===== config.mk =====
export PLATFORM = sky130hd
export DESIGN_NAME = lz77_decoder
export DESIGN_NICKNAME = d
export VERILOG_FILES = /design/src/rtl/lz77_pkg.sv /design/src/rtl/lz77_search_buf.sv /design/src/rtl/lz77_decoder.sv
export SDC_FILE = /design/constraint.sdc
export NUM_CORES = 1
export LEC_CHECK = 0
export ABC_AREA = 1
export ABC_CLOCK_PERIOD_IN_PS = 1400
export BUFFER_PORTS_ARGS = -buffer_cell sky130_fd_sc_hd__buf_2
export CAP_MARGIN = 0
export CELL_PAD_IN_SITES_DETAIL_PLACEMENT = 1
export CELL_PAD_IN_SITES_GLOBAL_PLACEMENT = 1
export CORE_ASPECT_RATIO = 0.6
export CORE_MARGIN = 8
export CORE_UTILIZATION = 39
export CTS_CLUSTER_DIAMETER = 80
export DETAILED_ROUTE_END_ITERATION = 10
export GPL_TIMING_DRIVEN = 0
export PLACE_DENSITY_LB_ADDON = 0.05
export SYNTH_ARGS = -nofsm -noshare
export SYNTH_HDL_FRONTEND = slang
export SYNTH_SLANG_ARGS = --single-unit

===== constraint.sdc =====
create_clock -name clk -period 1.4 [get_ports clk]
set_input_delay 0.07 -clock clk [delete_from_list [all_inputs] [get_ports clk]]
set_output_delay 0.07 -clock clk [all_outputs]
set_load 0.01 [all_outputs]

===== src/rtl/lz77_pkg.sv =====
// rtl/lz77_pkg.sv - shared LZ77 codec parameters, field widths and decoder state encoding
package lz77_pkg;

  localparam int SEARCH_SIZE = 9;
  localparam int SYM_W       = 4;
  localparam int MAX_LEN     = 7;
  localparam logic [7:0] EOS_CHAR = 8'h24;

  localparam int OFFSET_W = 4;
  localparam int LEN_W    = 3;
  localparam int CHAR_W   = 8;

  typedef enum logic [1:0] {
    IDLE = 2'd0,
    COPY = 2'd1,
    LIT  = 2'd2,
    DONE = 2'd3
  } dec_state_e;

endpackage


===== src/rtl/lz77_search_buf.sv =====
// rtl/lz77_search_buf.sv - sliding search buffer: shift register with range-checked indexed read
module lz77_search_buf
  import lz77_pkg::*;
(
  input  logic                clk,
  input  logic                reset,
  input  logic                shift_en,
  input  logic [SYM_W-1:0]    din,
  input  logic [OFFSET_W-1:0] rd_idx,
  output logic [SYM_W-1:0]    rd_data
);

  localparam logic [OFFSET_W-1:0] DEPTH = OFFSET_W'(SEARCH_SIZE);

  logic [SYM_W-1:0] mem [SEARCH_SIZE];

  // Entry 0 is the most recent symbol; every shift ages all entries by one.
  always_ff @(posedge clk or negedge reset) begin
    if (!reset) begin
      for (int i = 0; i < SEARCH_SIZE; i++) mem[i] <= '0;
    end else if (shift_en) begin
      mem[0] <= din;
      for (int i = 1; i < SEARCH_SIZE; i++) mem[i] <= mem[i-1];
    end
  end

  // Offsets past the window read as symbol 0 rather than flagging an error.
  always_comb begin
    rd_data = '0;
    if (rd_idx < DEPTH) rd_data = mem[rd_idx];
  end

endmodule


===== src/rtl/lz77_decoder.sv =====
// rtl/lz77_decoder.sv - LZ77 codeword decoder emitting one 4-bit symbol per cycle
module lz77_decoder
  import lz77_pkg::*;
(
  input  logic                clk,
  input  logic                reset,
  input  logic                code_valid,
  output logic                code_ready,
  input  logic [OFFSET_W-1:0] offset,
  input  logic [LEN_W-1:0]    match_len,
  input  logic [CHAR_W-1:0]   char_nxt,
  output logic                out_valid,
  output logic [7:0]          out_char,
  output logic                encode,
  output logic                finish
);

  dec_state_e state, state_next;

  logic [OFFSET_W-1:0] off_lat;
  logic [LEN_W-1:0]    cnt;
  logic [CHAR_W-1:0]   char_lat;
  logic                shift_en;
  logic [SYM_W-1:0]    sym_out;
  logic [SYM_W-1:0]    rd_data;
  logic                accept;

  assign accept = code_valid && code_ready;

  lz77_search_buf u_buf (
    .clk      (clk),
    .reset    (reset),
    .shift_en (shift_en),
    .din      (sym_out),
    .rd_idx   (off_lat),
    .rd_data  (rd_data)
  );

  // State register.
  always_ff @(posedge clk or negedge reset) begin
    if (!reset) state <= IDLE;
    else        state <= state_next;
  end

  // Latch the codeword on accept; the copy counter counts down the remaining matches.
  always_ff @(posedge clk or negedge reset) begin
    if (!reset) begin
      off_lat  <= '0;
      cnt      <= '0;
      char_lat <= '0;
    end else if (accept) begin
      off_lat  <= offset;
      cnt      <= match_len;
      char_lat <= char_nxt;
    end else if (state == COPY) begin
      cnt <= cnt - 3'd1;
    end
  end

  // Next-state and output decode; the offset stays fixed so overlapping copies just work.
  always_comb begin
    state_next = state;
    code_ready = 1'b0;
    out_valid  = 1'b0;
    sym_out    = '0;
    shift_en   = 1'b0;
    case (state)
      IDLE: begin
        code_ready = 1'b1;
        if (code_valid) begin
          if (match_len != '0)         state_next = COPY;
          else if (char_nxt == EOS_CHAR) state_next = DONE;
          else                         state_next = LIT;
        end
      end
      COPY: begin
        out_valid = 1'b1;
        sym_out   = rd_data;
        shift_en  = 1'b1;
        if (cnt == 3'd1) state_next = (char_lat == EOS_CHAR) ? DONE : LIT;
      end
      LIT: begin
        out_valid  = 1'b1;
        sym_out    = char_lat[SYM_W-1:0];
        shift_en   = 1'b1;
        state_next = IDLE;
      end
      DONE: begin
        state_next = DONE;
      end
      default: state_next = IDLE;
    endcase
  end

  assign out_char = {4'h0, sym_out};
  assign encode   = 1'b0;
  assign finish   = (state == DONE);

endmodule


* After elaboration in Yosys (flattened, before gate mapping)
Index checks and enable logic that the tools add are counted.
** Storage, ports and cells
- Register bits :: 53
- Bits in latches :: 0
- Memory bits (writable) :: 0
- Bits in read-only memories :: 0
- Input port bits :: 18
- Output and inout bits :: 12
- Word-level logic and storage cells :: 46
- Memories kept :: 0
** Cells by class
- $add $sub $neg :: 1
- Multiply operators :: 0
- Div/mod/pow operators :: 0
- Order comparisons :: 2
- Equality and inequality tests :: 8
- Shift-type cells :: 0
- Multiplexer cells :: 15
- Bitwise logic cells :: 1
- Reductions and logical operators :: 6
** Operators with widths (count)
- $bmux 4 s4 :: 1
- $eq 8x6->1 const B :: 2
- $mux 4 :: 3
- $pmux 2 s4 :: 1
- $pmux 4 s2 :: 1
- $mux 2 :: 3
- $mux 3 :: 2
- $ge 5x5->1 const B :: 1
- $not 4->5 :: 1
- $eq 2x2->1 const B :: 2
- $lt 4x4->1 const B :: 1
- $mux 1 :: 4
- $eq 3x1->1 const B :: 1
- $reduce_bool 3->1 :: 1
- $sub 3x1->3 const B :: 1
- $eq 2x1->1 const B :: 1
- $logic_not 2->1 :: 1
- $ne 2x1->1 const B :: 1
- $ne 2x2->1 const B :: 1
- $reduce_and 2->1 :: 1
- $reduce_bool 2->1 :: 1
- $reduce_or 2->1 :: 1
- $logic_and 1x1->1 :: 1

* Longest topological paths before layout
- Word-level depth :: 6
- Gate-level depth with buffers :: 11
- Gate-level depth less buffers :: 10

* Hierarchy
Synthesis repeated with hierarchy kept, for this count alone.
** Unflattened totals
- Cells, all modules :: 351
- Area total of the unflattened synthesis :: 2738.9 um^2
** Modules (own cells, without submodules)
- lz77_search_buf :: instances 1, cells an instance 217, area an instance 1731.7 um^2, seq. area each 900.9 um^2
- lz77_decoder :: instances 1, cells an instance 134, area an instance 1007.2 um^2, seq. area each 425.4 um^2

* Least setup slack after synthesis
Ideal clock, no wire load.
- Path kind :: flip-flop to flip-flop
- Start point :: register state[1]
- End point :: register u_buf.mem[10] (netlist name)
- Setup time :: 0.133 ns
- Data arrival time :: 1.336 ns
- Data required time :: 1.267 ns
- Setup slack :: -0.069 ns
- Stages on the path, launching flop included :: 8
- Path buffers :: 2
- Clock period less this slack :: 1.469 ns
- Path through :: dfrtp_1 > inv_1 > ha_1 > clkbuf_1 > inv_1 > clkbuf_1 > nand2_1 > o21ai_0
** Between the ends
- Longest elaborated chain between the ends :: 3
- Elaborated cells on any way between the ends :: 4
- Classes of those cells :: eq/ne (2); mux (1); reduce/logical (1)
** RTL lines
- start: declaration :: RTL line lz77_decoder.sv:18 : dec_state_e state, state_next;
- start signal: assignment :: RTL line lz77_decoder.sv:42 : else state <= state_next;
- $eq 2x1->1 or $eq 2x2->1 (tied branches)
- $reduce_or 2->1 (no source line) (*)
- $mux 1 (*)
- net out_valid :: RTL line lz77_decoder.sv:12 : output logic out_valid,
- end: declaration :: RTL line lz77_search_buf.sv:15 : logic [SYM_W-1:0] mem [SEARCH_SIZE];
Mark *: on every way through the listed nets, which the timed path passes. The rest lies on a longest branch.
A chain may end at the register's enable or synchronous reset.

* Worst setup path in the final report
- Start point :: register off_lat[0]
- End point :: output port out_char[3]
** Between the ends
- Longest elaborated chain between the ends :: 6
- Elaborated cells on any way between the ends :: 7
- Classes of those cells :: order compare (1); mux (5); bitwise (1)
** RTL lines
- start: declaration :: RTL line lz77_decoder.sv:20 : logic [OFFSET_W-1:0] off_lat;
- start signal: assignment :: RTL line lz77_decoder.sv:52 : off_lat <= offset;
- $not 4->5 (implied by the code) :: RTL line lz77_search_buf.sv:30 : if (rd_idx < DEPTH) rd_data = mem[rd_idx];
- $bmux 4 s4 :: RTL line lz77_search_buf.sv:30
- $mux 4 (implied by the code) (2 in a row) :: RTL line lz77_search_buf.sv:30
- $mux 4 (*) :: RTL line lz77_search_buf.sv:30
- $pmux 4 s2 (*) :: RTL line lz77_decoder.sv:67 : case (state)
- end: declaration :: RTL line lz77_decoder.sv:13 : output logic [7:0] out_char,
Every way passes the cells marked *; elsewhere a longest branch is shown, timed or not. The select of a mux whose other input is x is not followed.

==> impl_metrics.yaml <==
status:
  status: "finished, violations left"
  violations: "negative hold slack, negative setup slack"
timing:
  setup_repair_after_global_routing_missed_its_margin: "yes"
  maxSlewViolCount: 0
  timing.slew.headroom_pct: 52.53
  setup_viol: 42
  fin_crit_sh_pct: 133.4
  fmax_mhz: 535.6
  worst_slew_pin_slew_ns: 0.7121
  timing.hold.ws_ns: -0.003831
  finClkSkew_ns: 0.003815
  hold_viol_final: 1
  min_period_ns: 1.867
  postLayoutSetupSlackWorst_ns: -0.4672
power_and_ir_drop:
  power.density_cell_area_nw_per_um2: 2858
  leakage_nw: 1.976
  max-vdd-ir-drop_uv: 2441
grt:
  grt_start_max_net_pins: 54
  global_route_wire_length_before_repair_um: 14260
  grt_pass1_vias: 2633
  grt_overall_usage_pct: 18.94
  grt_antenna_before_repair: 0
  globalRoute.totalOverflow: 0
cts:
  cts_buffers: 5
  clockRootBuffer: "clkbuf_16"
  clock_tree.htree_level_count: 2
  cts_tree: "built"
  clk_pin_slew_worst_paths_ns: 0.07
  cts-root-to-sink-buffers: 2
  clock_latency_ns: 0.30
  clock_sink_count: 53
floorplan:
  core-area_um2: 6648
  die_area_um2: 9825
  chipWidth_um: 122.7
  pin_count: 30
  fp-row-count: 23
  initial_core_util_pct: 40.11
  dieHeight_um: 80.05
layout:
  layout.core_utilization_pct: 60.38
  nFillCells: 750
  num-nets-final: 435
  area.sequential_um2: 1328
  share_of_cells_above_drive_strength_1_pct: 41.99
  area_growth_pct: 50.54
  antennaDiodeCount: 0
  multi_input_gate_area_um2: 1389
route:
  wl_per_cell_um: 19.15
  viasPerCell: 5.218
  drc_errors: 0
  drt_wl_total_um: 9554
  vias: 2604
  first_iter_violations: 214
  dr.pass1.iters: 4
  ant_nets: 0
worst_setup_path:
  worst_ep_required_time_ns: 1.33
  critPathMaxFanout: 7
  worstSetupStartpointType: "flip-flop"
  crit_arrival_ns: 1.80
  critical_path_class: "reg -> out"
  cp-end-kind: "output pin"
synth:
  seq_area_frac_synth_pct: 49.74
  synth-main-ff-cell: "dfrtp_1"
  post_synth_instance_area_um2: 2666
  synthesis.area_per_instance_um2: 7.796
  netlist-cell-type-count: 25
  synth_top_area_share_pct: 49.74
  netlist_instances: 342
  yosys-top-cells-count: "118 x nand2_1, 53 x dfrtp_1, 45 x inv_1, 45 x o21ai_0, 27 x nand3_1"
  synth_async_sr_flop_share_pct: 100.0
  yosys_warnings: 0
  synth_seq_cells: 53
  synth_top_cell_by_area: "dfrtp_1"
  synth_enable_flop_cells: 0
  yosys-top-cells-area: "dfrtp_1 50%, nand2_1 17%, o21ai_0 8.4%"
  yosys.cell_count.top_type: "nand2_1"
worst_hold_path:
  min-delay-path-class: "in -> reg"
placement:
  globalplace.congestion: 0.7648
  dpl.hpwl_um: 5513
  io_buffers: 24
job:
  max-cap-violations: 0
[stage by stage]
step | power (mW) | setup slack, ns | area (µm²) | TNS (ns) | cells
6_report | 11.47 | -0.4672 | 4014 | -9.540 | 499
5_1_grt | 12.10 | -0.5742 | 4014 | -11.48 | 499
4_1_cts | 9.506 | -0.4412 | 3552 | -3.643 | 484
3_5_place_dp | 5.898 | -0.4593 | 2918 | -15.42 | 457
3_3_place_gp | 5.790 | -0.3660 | 2918 | -13.54 | 457
2_1_floorplan | 4.649 | 0.002889 | 2689 | 0 | 346
[timing repair]
action,in CTS,in global routing
gates resized for setup,99,92
gates cloned,3,3
endpoints found under the setup margin,57,47
pin swaps,12,25
endpoints found under the hold margin,4,53
hold buffers,4,1
setup buffers,13,11
[final timing paths]
kind | start | end | slack [ns] | depth (start not counted)
min in group asynchronous | reset | u_buf.mem[4]$_DFFE_PN0P_ | 0.37 | 2
hold / removal | offset[1] | off_lat[1]$_DFFE_PN0P_ | -0.004 | 3
setup / recovery | off_lat[0]$_DFFE_PN0P_ | out_char[3] | -0.47 | 13
setup reg to reg | state[1]$_DFFE_PN0P_ | u_buf.mem[19]$_DFFE_PN0P_ | -0.29 | 11
max in group asynchronous | reset | off_lat[2]$_DFFE_PN0P_ | 0.54 | 2
hold reg to reg | u_buf.mem[0]$_DFFE_PN0P_ | u_buf.mem[0]$_DFFE_PN0P_ | 0.50 | 2
[logic make-up (layout without fill, tap and decap cells)]
group / Yosys count / after routing / synth area share, %
AND/OR/NAND/NOR: 160 / 160 / 25.06
adder cells (fa/ha/maj): 6 / 6 / 2.816
flip-flops: 53 / 53 / 49.74
XOR/XNOR: 1 / 1 / 0.3285
AO/OA/AOI/OAI: 55 / 55 / 10.65
other: 1 / 5 / 0.1406
buffers and inverters: 66 / 132 / 11.26
[layer usage]
metal	share of wire, %	track usage, %
met1	48	26.48
met2	46	29.28
met3	4.2	3.955
met4	0.92	4.353
met5	0	0
[flip-flops by register name, summed over array words and instances, names as in the netlist]
register / cells
u_buf.mem: 36
char_lat: 8
off_lat: 4
cnt: 3
state: 2
[final cells by class]
class / count / share of cell area, %
multi-input cells: 227 / 34.60
flip-flops and latches: 53 / 33.07
repair buffers: 59 / 13.62
plain buffers: 18 / 6.172
inverters: 47 / 5.081
clock buffers: 5 / 3.117
well taps: 87 / 2.712
clock inverters: 3 / 1.621
[where the power goes]
group	switching, mW	internal (mW)	total (mW)
logic	3.91	3.49	7.40
clock network	0.602	1.02	1.63
registers	0.425	2.02	2.45
total	4.93	6.54	11.5
[cell usage in the layout (no fill, tap or decap), types with 2 or more instances in the layout]
master          n
nand2_1        78
dfrtp_1        52
inv_1          37
nand2_2        33
buf_2          20
o21ai_2        18
buf_4          18
buf_6          17
o21ai_1        15
nand3_2        14
nand3_1        13
o21ai_0        12
buf_8          10
nand2_4         9
clkbuf_16       9
inv_2           6
conb_1          5
dlygate4sd3_1   5
a21oi_1         4
nor2_1          4
ha_1            4
a21oi_2         2
nor4_1          2
nand4_1         2
o211ai_1        2
ha_4            2
bufinv_16       2
buf_12          2
[worst max-delay path: stages (launching register included)]
cell,delay [ns]
dfrtp_1,0.37
buf_8,0.16
clkinv_8,0.09
buf_6,0.13
nand2_2,0.06
nand3_2,0.07
nand2_1,0.08
nand2_1,0.06
nand3_1,0.09
nand2_1,0.09
nand2_2,0.09
nand2_2,0.06
inv_2,0.06
buf_6,0.09
No activity file was read; power rests on OpenSTA's default activity.
